### src/rtl/cla_nibble_seq_if.sv
// Host-side request/result bundle for cla_nibble_seq; the optional sub bit
// exists only when CLA_NIBBLE_SEQ_SUB_EN is defined.
interface cla_nibble_seq_if;
    logic        start;
    logic [15:0] op_a;
    logic [15:0] op_b;
    logic        cin;
`ifdef CLA_NIBBLE_SEQ_SUB_EN
    logic        sub;
`endif
    logic        busy;
    logic        done;
    logic [15:0] sum;
    logic        cout;

    modport master (
        output start, op_a, op_b, cin,
`ifdef CLA_NIBBLE_SEQ_SUB_EN
        output sub,
`endif
        input  busy, done, sum, cout
    );

    modport slave (
        input  start, op_a, op_b, cin,
`ifdef CLA_NIBBLE_SEQ_SUB_EN
        input  sub,
`endif
        output busy, done, sum, cout
    );
endinterface

### src/rtl/cla_nibble_seq.sv
// 16-bit add sequenced through an external registered 4-bit CLA stage, LSB nibble first (CLA_NIBBLE_SEQ_SUB_EN adds subtract).
// Latency: done pulses 12 cycles after the start-accept edge, 3 cycles per nibble.
// Backpressure: none; start is only sampled in IDLE, so requests while busy are dropped.
module cla_nibble_seq (
    input  logic            clk,
    input  logic            rst,
    cla_nibble_seq_if.slave host,
    output logic [3:0]      add_a,
    output logic [3:0]      add_b,
    output logic            add_cin,
    input  logic [3:0]      add_s,
    input  logic            add_cout
);

    typedef enum logic [2:0] {IDLE, ISSUE, WAIT1, WAIT2, DONE} state_t;

    state_t      state;
    state_t      state_nxt;
    logic        accept;
    logic        step;
    logic [1:0]  k;
    logic [11:0] a_sh;
    logic [11:0] b_sh;
    logic [15:0] sum_r;
    logic        cout_r;
    logic [15:0] b_in;
    logic        c_in;

    // Subtract is a + ~b + 1; the inversion is applied once at accept time.
`ifdef CLA_NIBBLE_SEQ_SUB_EN
    assign b_in = host.sub ? ~host.op_b : host.op_b;
    assign c_in = host.cin | host.sub;
`else
    assign b_in = host.op_b;
    assign c_in = host.cin;
`endif

    always_ff @(posedge clk) begin
        if (rst) begin
            state <= IDLE;
        end else begin
            state <= state_nxt;
        end
    end

    always_comb begin
        state_nxt = state;
        accept    = 1'b0;
        step      = 1'b0;
        host.busy = 1'b0;
        host.done = 1'b0;
        case (state)
            IDLE: begin
                if (host.start) begin
                    accept    = 1'b1;
                    state_nxt = ISSUE;
                end
            end
            ISSUE: begin
                host.busy = 1'b1;
                state_nxt = WAIT1;
            end
            WAIT1: begin
                host.busy = 1'b1;
                state_nxt = WAIT2;
            end
            WAIT2: begin
                host.busy = 1'b1;
                step      = 1'b1;
                state_nxt = (k == 2'd3) ? DONE : ISSUE;
            end
            DONE: begin
                host.done = 1'b1;
                state_nxt = IDLE;
            end
            default: state_nxt = IDLE;
        endcase
    end

    // Upper operand nibbles shift down so the next nibble is always at [3:0].
    always_ff @(posedge clk) begin
        if (rst) begin
            k       <= 2'd0;
            a_sh    <= 12'd0;
            b_sh    <= 12'd0;
            sum_r   <= 16'd0;
            cout_r  <= 1'b0;
            add_a   <= 4'd0;
            add_b   <= 4'd0;
            add_cin <= 1'b0;
        end else if (accept) begin
            k       <= 2'd0;
            a_sh    <= host.op_a[15:4];
            b_sh    <= b_in[15:4];
            sum_r   <= 16'd0;
            add_a   <= host.op_a[3:0];
            add_b   <= b_in[3:0];
            add_cin <= c_in;
        end else if (step) begin
            sum_r[{k, 2'b00} +: 4] <= add_s;
            if (k == 2'd3) begin
                cout_r <= add_cout;
            end else begin
                k       <= k + 2'd1;
                add_a   <= a_sh[3:0];
                add_b   <= b_sh[3:0];
                add_cin <= add_cout;
                a_sh    <= a_sh >> 4;
                b_sh    <= b_sh >> 4;
            end
        end
    end

    assign host.sum  = sum_r;
    assign host.cout = cout_r;

endmodule

### src/flat_wrapper.sv
// flat-port wrapper written by rule: the top's interface ports become plain ports
module cla_nibble_seq_flat 
  (clk, rst, add_a, add_b, add_cin, add_s, add_cout, host_start, host_op_a, host_op_b, host_cin, host_busy, host_done, host_sum, host_cout);
  cla_nibble_seq_if host_i ();
  input  logic clk;
  input  logic rst;
  output logic [3:0] add_a;
  output logic [3:0] add_b;
  output logic add_cin;
  input  logic [3:0] add_s;
  input  logic add_cout;
  input wire logic [$bits(host_i.start)-1:0] host_start;
  input wire logic [$bits(host_i.op_a)-1:0] host_op_a;
  input wire logic [$bits(host_i.op_b)-1:0] host_op_b;
  input wire logic [$bits(host_i.cin)-1:0] host_cin;
  output wire logic [$bits(host_i.busy)-1:0] host_busy;
  output wire logic [$bits(host_i.done)-1:0] host_done;
  output wire logic [$bits(host_i.sum)-1:0] host_sum;
  output wire logic [$bits(host_i.cout)-1:0] host_cout;
  assign host_i.start = host_start;
  assign host_i.op_a = host_op_a;
  assign host_i.op_b = host_op_b;
  assign host_i.cin = host_cin;
  assign host_busy = host_i.busy;
  assign host_done = host_i.done;
  assign host_sum = host_i.sum;
  assign host_cout = host_i.cout;
  cla_nibble_seq u_core (.clk(clk), .rst(rst), .host(host_i), .add_a(add_a), .add_b(add_b), .add_cin(add_cin), .add_s(add_s), .add_cout(add_cout));
endmodule
### config.mk
export PLATFORM = sky130hd
export DESIGN_NAME = cla_nibble_seq_flat
export DESIGN_NICKNAME = d
export VERILOG_FILES = /design/src/rtl/cla_nibble_seq_if.sv /design/src/rtl/cla_nibble_seq.sv /design/src/flat_wrapper.sv
export SDC_FILE = /design/constraint.sdc
export NUM_CORES = 1
export LEC_CHECK = 0
export ABC_AREA = 1
export ABC_CLOCK_PERIOD_IN_PS = 2100
export CELL_PAD_IN_SITES_DETAIL_PLACEMENT = 1
export CELL_PAD_IN_SITES_GLOBAL_PLACEMENT = 1
export CORE_MARGIN = 8
export CORE_UTILIZATION = 34
export DETAILED_ROUTE_END_ITERATION = 6
export MAX_ROUTING_LAYER = met4
export PLACE_DENSITY = 0.81
export SLEW_MARGIN = 20
export SYNTH_ARGS = -nofsm -noshare
export SYNTH_HDL_FRONTEND = slang
export SYNTH_SLANG_ARGS = --single-unit
export TNS_END_PERCENT = 20
### constraint.sdc
create_clock -name clk -period 2.1 [get_ports clk]
set_clock_uncertainty 0.05 [all_clocks]
set_input_delay 0.525 -clock clk [delete_from_list [all_inputs] [get_ports clk]]
set_output_delay 0.525 -clock clk [all_outputs]
set_load 0.005 [all_outputs]
Word-level counts from Yosys, hierarchy flattened
Cells that the tools add are included.
{"block": "op_classes", "n_addsub": 2, "eq_ne": 7, "shift": 2, "mux": 24, "bitwise_logic": 2, "reduce_logical": 7}
{"operator": "$mux W12", "count": 6}
{"operator": "$mux W4", "count": 6}
{"operator": "$bwmux W16", "count": 1}
{"operator": "$shift A4 B6 Y16 const A", "count": 1}
{"operator": "$shiftx A4 B6 Y16", "count": 1}
{"operator": "$pmux W3 S4", "count": 1}
{"operator": "$mux W1", "count": 8}
{"operator": "$eq A3 B2 Y1 const B", "count": 2}
{"operator": "$mux W3", "count": 2}
{"operator": "$neg A4 Y6", "count": 1}
{"operator": "$reduce_and A2 Y1", "count": 2}
{"operator": "$eq A3 B1 Y1 const B", "count": 1}
{"operator": "$eq A3 B3 Y1 const B", "count": 1}
{"operator": "$logic_not A3 Y1", "count": 1}
{"operator": "$reduce_and A3 Y1", "count": 1}
{"operator": "$reduce_or A3 Y1", "count": 1}
{"operator": "$add A2 B1 Y2 const B", "count": 1}
{"operator": "$eq A2 B2 Y1 const B", "count": 1}
{"operator": "$ne A2 B1 Y1 const B", "count": 1}
{"operator": "$ne A2 B2 Y1 const B", "count": 1}
{"operator": "$not A1 Y1", "count": 2}
{"operator": "$reduce_bool A2 Y1", "count": 1}
{"operator": "$reduce_or A2 Y1", "count": 1}
{"block": "word_totals", "ff_bits": 55, "elab_cells": 53}

Longest topological paths before layout
Gate-level depths: netlist of run 1.
{"block": "logic_depth", "word_depth": 4, "ltp_mapped": 8, "depth_no_buf": 7}

Worst setup path after synthesis of run 1
OpenSTA, ideal clock, no wires.
{"block": "synth_path", "path_kind": "input port to flip-flop", "start": "in host_start", "end": "reg u_core.sum_r[14], in the netlist u_core.host.sum[14]", "arrival_time_ps": 1342, "required_ps": 1933, "setup_slack_ps": 591, "path_stages": 5, "path_buffers": 2, "path_cell_list": "clkbuf_1 -> nand3_2 -> nand2_1 -> buf_2 -> nor2_1"}
{"block": "synth_between", "elab_chain_len": 3}
{"item": "from (decl)", "line_no": "flat_wrapper.sv:12", "source": "input wire logic [$bits(host_i.start)-1:0] host_start;"}
{"item": "$mux W1", "line_no": "cla_nibble_seq.sv:54", "source": "if (host.start) begin"}
{"item": "$mux W1", "line_no": "cla_nibble_seq.sv:52", "source": "case (state)"}
{"item": "$reduce_or A2 Y1 (no source line)"}
{"item": "to (signal, indexed assignment)", "line_no": "cla_nibble_seq.sv:100", "source": "sum_r[{k, 2'b00} +: 4] <= add_s;"}
{"item": "to (decl)", "line_no": "cla_nibble_seq.sv:24", "source": "logic [15:0] sum_r;"}
Every way passes these cells.
A chain may end at the register's enable or synchronous reset.

Final worst setup path of run 1
{"block": "layout_path", "start": "reg u_core.state[2]", "end": "out host_done"}
{"block": "layout_between", "elab_chain_len": 2}
{"item": "from (decl)", "line_no": "cla_nibble_seq.sv:17", "source": "state_t state;"}
{"item": "from (signal assigned)", "line_no": "cla_nibble_seq.sv:42", "source": "state <= state_nxt;"}
{"item": "$eq A3 B3 Y1", "line_no": "cla_nibble_seq.sv:52"}
{"item": "$mux W1", "line_no": "cla_nibble_seq.sv:52"}
{"item": "to (decl)", "line_no": "flat_wrapper.sv:17", "source": "output wire logic [$bits(host_i.done)-1:0] host_done;"}
Every way passes these cells.

==> impl_results.md, run 1 <==
- Vias in the first global route: slightly below 3000
- CTS Buffer Depth: 2
- Initial drt markers: 103
- Synthesized area: 0.00264 sq mm
- RSZ-0062 raised after global routing: false
- WP data required: 1520 ps
- CTS sink cnt: 55
- Register area share after synthesis: 0.416
- Normalized max-slew margin: 0.736
- Peak supply drop: 408 uV
- Final worst slack: 66.1 ps
- Worst hold path depth: 2
- Crit-path max FO: 3
- Power density cells: 670 mW/mm^2
- Max-slew violations: 0
- Net count, final: 494
- # port buffers: 68
- H-tree levels: 2
- FF+latch count, synth: 55
- Drt via density: 5.00
- Critical path, cell by cell: inv_2, nor3_2, clkdlybuf4s50_1
- Warnings from Yosys: 0
- Clk root buf: clkbuf_8
- Crit. End Element: output pin
- Total iterations of the first detailed-routing run: 4
- FP Rows: 32
- Area of the die: around 0.011 sq mm
- Tcrit/Tclk final: 0.969
- Post_cts resized: 3
- Tmin final: 2030 ps
- Via count: 2752
- Slowest CP cell: clkdlybuf4s50_1
- First-pass GRT wire length: 13.7 mm
- Critical path's top delay family: buffers and inverters
- Status: completed
- Routed WL per cell: roughly 14 um
- Area taken by multi-input logic gates: 0.00127 sq mm
- Max Fclk: 492 MHz
- Residual DRC: 0
- Reg clk slew, reported paths: roughly 110 ps
- Netlist cell types: 21
- Pre-CTS setup slack: 171 ps
- Setup total negative slack: 0 ps
- Initial antenna violation count: 0
- Leak: 1.44 nW
- Die outline width: 104 um
- Net Count, Synth: 428
- Tightest Hold Check Type: reg2reg
- CTS tree: built
- Layout cells sized above 1: 0.0714
- Top-level port count: 69
- Layout area overhead: 34.8%
- CP max stage delay: 540 ps
- GRT Overall Usage: 0.154
- CTS Hold Buffers Added: 0
- Fill cells: 970
- R2R depth: 7
- Postcts setup bufs: 0
- Max_cap viols: 0
- Die extent in y: 104 um
- Ant diodes: 0
- Final Hold Viols: 0
- Cts bufs inserted: 5
- Worst-Margin Slew: between 300 and 400 ps
- Critical path class: reg2out
- Final setup viols: 0
- Final ANT Viol Nets: 0
- Synth Instances: 381
- Initial Util: 0.346
- Clock latency at the later pin of the worst-skew pair: 320 ps
- GPL Wtd Cong: 0.839
- Crit. path cell count: 3
- Critical path launch point type: flop
- Crit path DAT: 1460 ps
- Avg Inst Size Synth: 6.94 sq um
- Buf/Inv on CP: 2
- Hpwl dp: 5.85 mm
- Total core area: 0.00765 sq mm
- Register area: 0.00110 sq mm
- Global route total overflow: 0
- Largest net degree at the start of global routing: 37
- Final wirelength: 7.96 mm
[per-stage QoR]
step,std cells,hold slack [ps],total power [mW],util,cell area [sq um]
2_1_floorplan,381,406,1.51,-,2640
3_3_place_gp,542,399,1.75,0.452,3460
3_5_place_dp,542,405,1.78,0.452,3460
4_1_cts,550,421,2.42,0.466,3560
5_1_grt,550,441,2.53,0.466,3560
6_report,550,420,2.39,0.466,3560
[cell usage after synthesis]
cell type | n | area, sq um
ha_1 | 6 | 75.1
nand4_1 | 14 | 87.6
a21oi_1 | 40 | 200
nand2_4 | 1 | 11.3
inv_2 | 1 | 3.75
inv_1 | 41 | 154
nand2_1 | 96 | 360
nor3_1 | 1 | 5.00
dfxtp_1 | 55 | 1100
o21ai_0 | 3 | 15.0
nand3_2 | 1 | 10.0
nand2_2 | 1 | 6.26
nor2_1 | 22 | 82.6
nand3_1 | 74 | 370
buf_2 | 9 | 45.0
clkbuf_1 | 6 | 22.5
a31oi_2 | 1 | 12.5
nor2_2 | 1 | 6.26
buf_6 | 2 | 22.5
nor2_4 | 2 | 22.5
buf_4 | 4 | 30.0
[worst min-delay path, stage by stage, from the launching register on]
cell and delay, ps:
dfxtp_1 320, nand2_1 60, a21oi_1 50
[flip-flops by register name, indices dropped and copies added, names as in the netlist]
| signal | cells |
|---|---|
| u_core.state | 3 |
| u_core.k | 2 |
| u_core.add_a | 4 |
| u_core.a_sh | 12 |
| u_core.host.sum | 16 |
| u_core.add_cin | 1 |
| u_core.add_b | 4 |
| u_core.b_sh | 12 |
| u_core.host.cout | 1 |
[area by class of cell]
type	instances	share of cell area
multi-input cells	263	0.356
inverters	42	0.0442
repair buffers	80	0.227
clock buffers	5	0.0193
clock inverters	3	0.00772
flip-flops and latches	55	0.310
well taps	102	0.0358
[kinds of logic after synthesis]
| family | count (synthesis) | synth area share |
|---|---|---|
| DFF | 55 | 0.416 |
| buffers and inverters | 63 | 0.105 |
| adders and majority gates | 6 | 0.0284 |
| AOI/OAI and AO/OA | 44 | 0.0861 |
| and+or+nand+nor | 213 | 0.364 |
[final timing paths]
check | slack, ps | from | endpoint
setup / recovery | 70 | u_core.state[2] | host_done
hold / removal | 420 | u_core.host.sum[5] | u_core.host.sum[5]
hold reg to reg | 420 | u_core.host.sum[5] | u_core.host.sum[5]
setup reg to reg | 280 | u_core.k[0] | u_core.host.sum[3]
[power by group]
group | internal, mW | total [mW] | switching, mW
logic | 0.267 | 0.572 | 0.306
registers | 1.12 | 1.18 | 0.0579
clock network | 0.248 | 0.636 | 0.387
[placed cells by master (no fill, tap or decap), drive strengths merged]
cell	count
a21oi	40
a31oi	1
buf	12
clkbuf	5
clkdlybuf4s50	68
clkinvlp	1
dfxtp	55
ha	6
inv	44
nand2	98
nand3	75
nand4	14
nor2	25
nor3	1
o21ai	3
[routing by layer]
layer / track usage / wire length, um / vias up
met2: 0.270 / 4060 / 58
met4: 0.0403 / 112 / 0
met1: 0.171 / 3510 / 1313
li1: - / - / 1372
met5: - / 0 / -
met3: 0.0378 / 280 / 9
No activity file was read; power rests on OpenSTA's default activity.
==> run 2, diff against run 1 <==
ABC_CLOCK_PERIOD_IN_PS = 2500   (was 2100)
CORE_UTILIZATION = 36   (was 34)
PLACE_DENSITY = 0.85   (was 0.81)
REMOVE_ABC_BUFFERS = 1   (was not set)
SKIP_CTS_REPAIR_TIMING = 1   (was not set)
clock period = 2.5 ns   (was 2.1 ns; I/O delays follow)
==> impl_results.md, run 2 (same netlist as run 1, synthesis figures left out) <==
- Status: completed
- Tcrit/Tclk final: 0.933
- # port buffers: 68 (unchanged)
- Max Fclk: 429 MHz
- Critical path, cell by cell: inv_2, nor3_1, clkdlybuf4s50_1
- Via count: 2695 (-2.1%)
- Clock latency at the later pin of the worst-skew pair: 310 ps (about the same)
- CTS tree: built
- Tightest Hold Check Type: reg2reg
- Max-slew violations: 0 (unchanged)
- GPL Wtd Cong: 0.795 (-5.2%)
- Setup total negative slack: 0 ps (unchanged)
- Residual DRC: 0 (unchanged)
- Final wirelength: 7.90 mm (-0.73%)
- Initial drt markers: 62 (-40%)
- Total iterations of the first detailed-routing run: 4 (unchanged)
- Leak: 1.43 nW (-0.70%)
- Crit. End Element: output pin
- Max FFs per register: 16 (unchanged)
- RSZ-0062 raised after global routing: false
- Final setup viols: 0 (unchanged)
- Ant diodes: 0 (unchanged)
- Initial Util: 0.368 (+0.0227)
- Final ANT Viol Nets: 0 (unchanged)
- Largest net degree at the start of global routing: 37 (unchanged)
- CP max stage delay: 540 ps (about the same)
- Global Route met2 Usage: 0.293 (+0.0224)
- Global route total overflow: 0 (unchanged)
- Critical path class: reg2out
- Tmin final: 2330 ps
- Critical path launch point type: flop
- Peak supply drop: 279 uV (-32%)
- Top-level port count: 69 (unchanged)
- Most frequent cells in the layout: 96 x nand2_1, 74 x nand3_1, 68 x clkdlybuf4s50_1
- H-tree levels: 2 (unchanged)
- Met1 global-route usage: 0.180 (+0.00918)
- Slowest CP cell: clkdlybuf4s50_1
- Vias in the first global route: 2859 (-1.9%)
- GRT Overall Usage: 0.164 (+0.00936)
- First-pass GRT wire length: 13.2 mm (-3.2%)
- Crit-path max FO: 19 (+16)
- Max_cap viols: 0 (unchanged)
- CTS sink cnt: 55 (unchanged)
- Gr busiest metal: met2
- Layout cells sized above 1: 0.0583 (-0.0131)
- Net count, final: 492 (-0.40%)
- Final non-filler cell area: 0.00354 sq mm (-0.70%)
- Most common cell after layout, fill and taps aside: nand2_1
- Reg clk slew, reported paths: 100 ps (about the same)
- Die outline width: 102 um (-2.4%)
- Hold Slack: 418 ps (-1.53 ps)
- Hpwl dp: 6.05 mm (+3.4%)
- R2R depth: 7 (unchanged)
- Crit path DAT: 1660 ps (+200 ps)
- Worst hold path depth: 2 (unchanged)
- WP data required: 1820 ps (+300 ps)
- Die extent in y: 102 um (-2.4%)
- FP Rows: 31 (-3.1%)
- Normalized max-slew margin: 0.567 (-0.168)
- Clk root buf: clkbuf_8
- Power density cells: 607 mW/mm^2 (-9.4%)
- Final Hold Viols: 0 (unchanged)
- Area of the die: 0.0103 sq mm (-4.7%)
- Post-DP Area: 0.00340 sq mm (-1.6%)
- Drt via density: 4.94 (-1.2%)
- Cts bufs inserted: 5 (unchanged)
- Initial antenna violation count: 0 (unchanged)
- Worst-Margin Slew: 648 ps (+251 ps)
- Routed WL per cell: 14.5 um (+0.18%)
- Layout area overhead: 33.9%
- CTS Buffer Depth: 2 (unchanged)
- Total core area: 0.00718 sq mm (-6.2%)
- Met3 Usage GRT: 0.0316 (-0.00618)
## run 2: cell types whose count changed in the layout (fill, tap and decap cells not counted), sizes merged
cell | previous run | this run
buf | 12 | 10
bufinv | 0 | 2
inv | 44 | 42
## run 2: path summary, 6_finish.rpt
kind,start,endpoint,slack [ps]
worst max-delay path,u_core.state[2],host_done,170
worst min-delay path,u_core.host.sum[15],u_core.host.sum[15],420
worst max register to register,u_core.k[0],u_core.a_sh[7],520
worst min register to register,u_core.host.sum[15],u_core.host.sum[15],420
## run 2: layout make-up
cell class	count	area (sq um)
Fill cell	912	3640
Multi-Input combinational cell	263	1260
Sequential cell	55	1100
Timing Repair Buffer	78	756
Inverter	42	158
Tap cell	99	124
Clock buffer	5	68.8
Clock inverter	3	67.6
## run 2: critical path: cells and delay by family (launching register included)
family | cells | cell delay, ps
AND/OR/NAND/NOR | 1 | 220
buffers and inverters | 2 | 720
flip-flops | 1 | 420
## run 2: through the flow
step                      power [mW]  setup slack [ps]  instances  utilization
after floorplan                 1.23               697        360            -
final                           2.15               169        545        0.493
after CTS                       2.17               139        545        0.493
after detailed placement        1.47               327        537        0.474
after global routing            2.26              94.7        545        0.493
after global placement          1.45               405        537        0.474
## run 2: routing by layer
layer,vias to the layer above,wire (um)
met5,-,0
met4,0,116
met3,10,339
met2,63,4040
met1,1256,3400
li1,1366,-
## run 2: where the power goes
part / leakage, nW / internal [mW] / switching, mW
Sequential: 0.448 / 0.941 / 0.0461
Combinational: 0.914 / 0.209 / 0.257
Clock: 0.0644 / 0.399 / 0.296
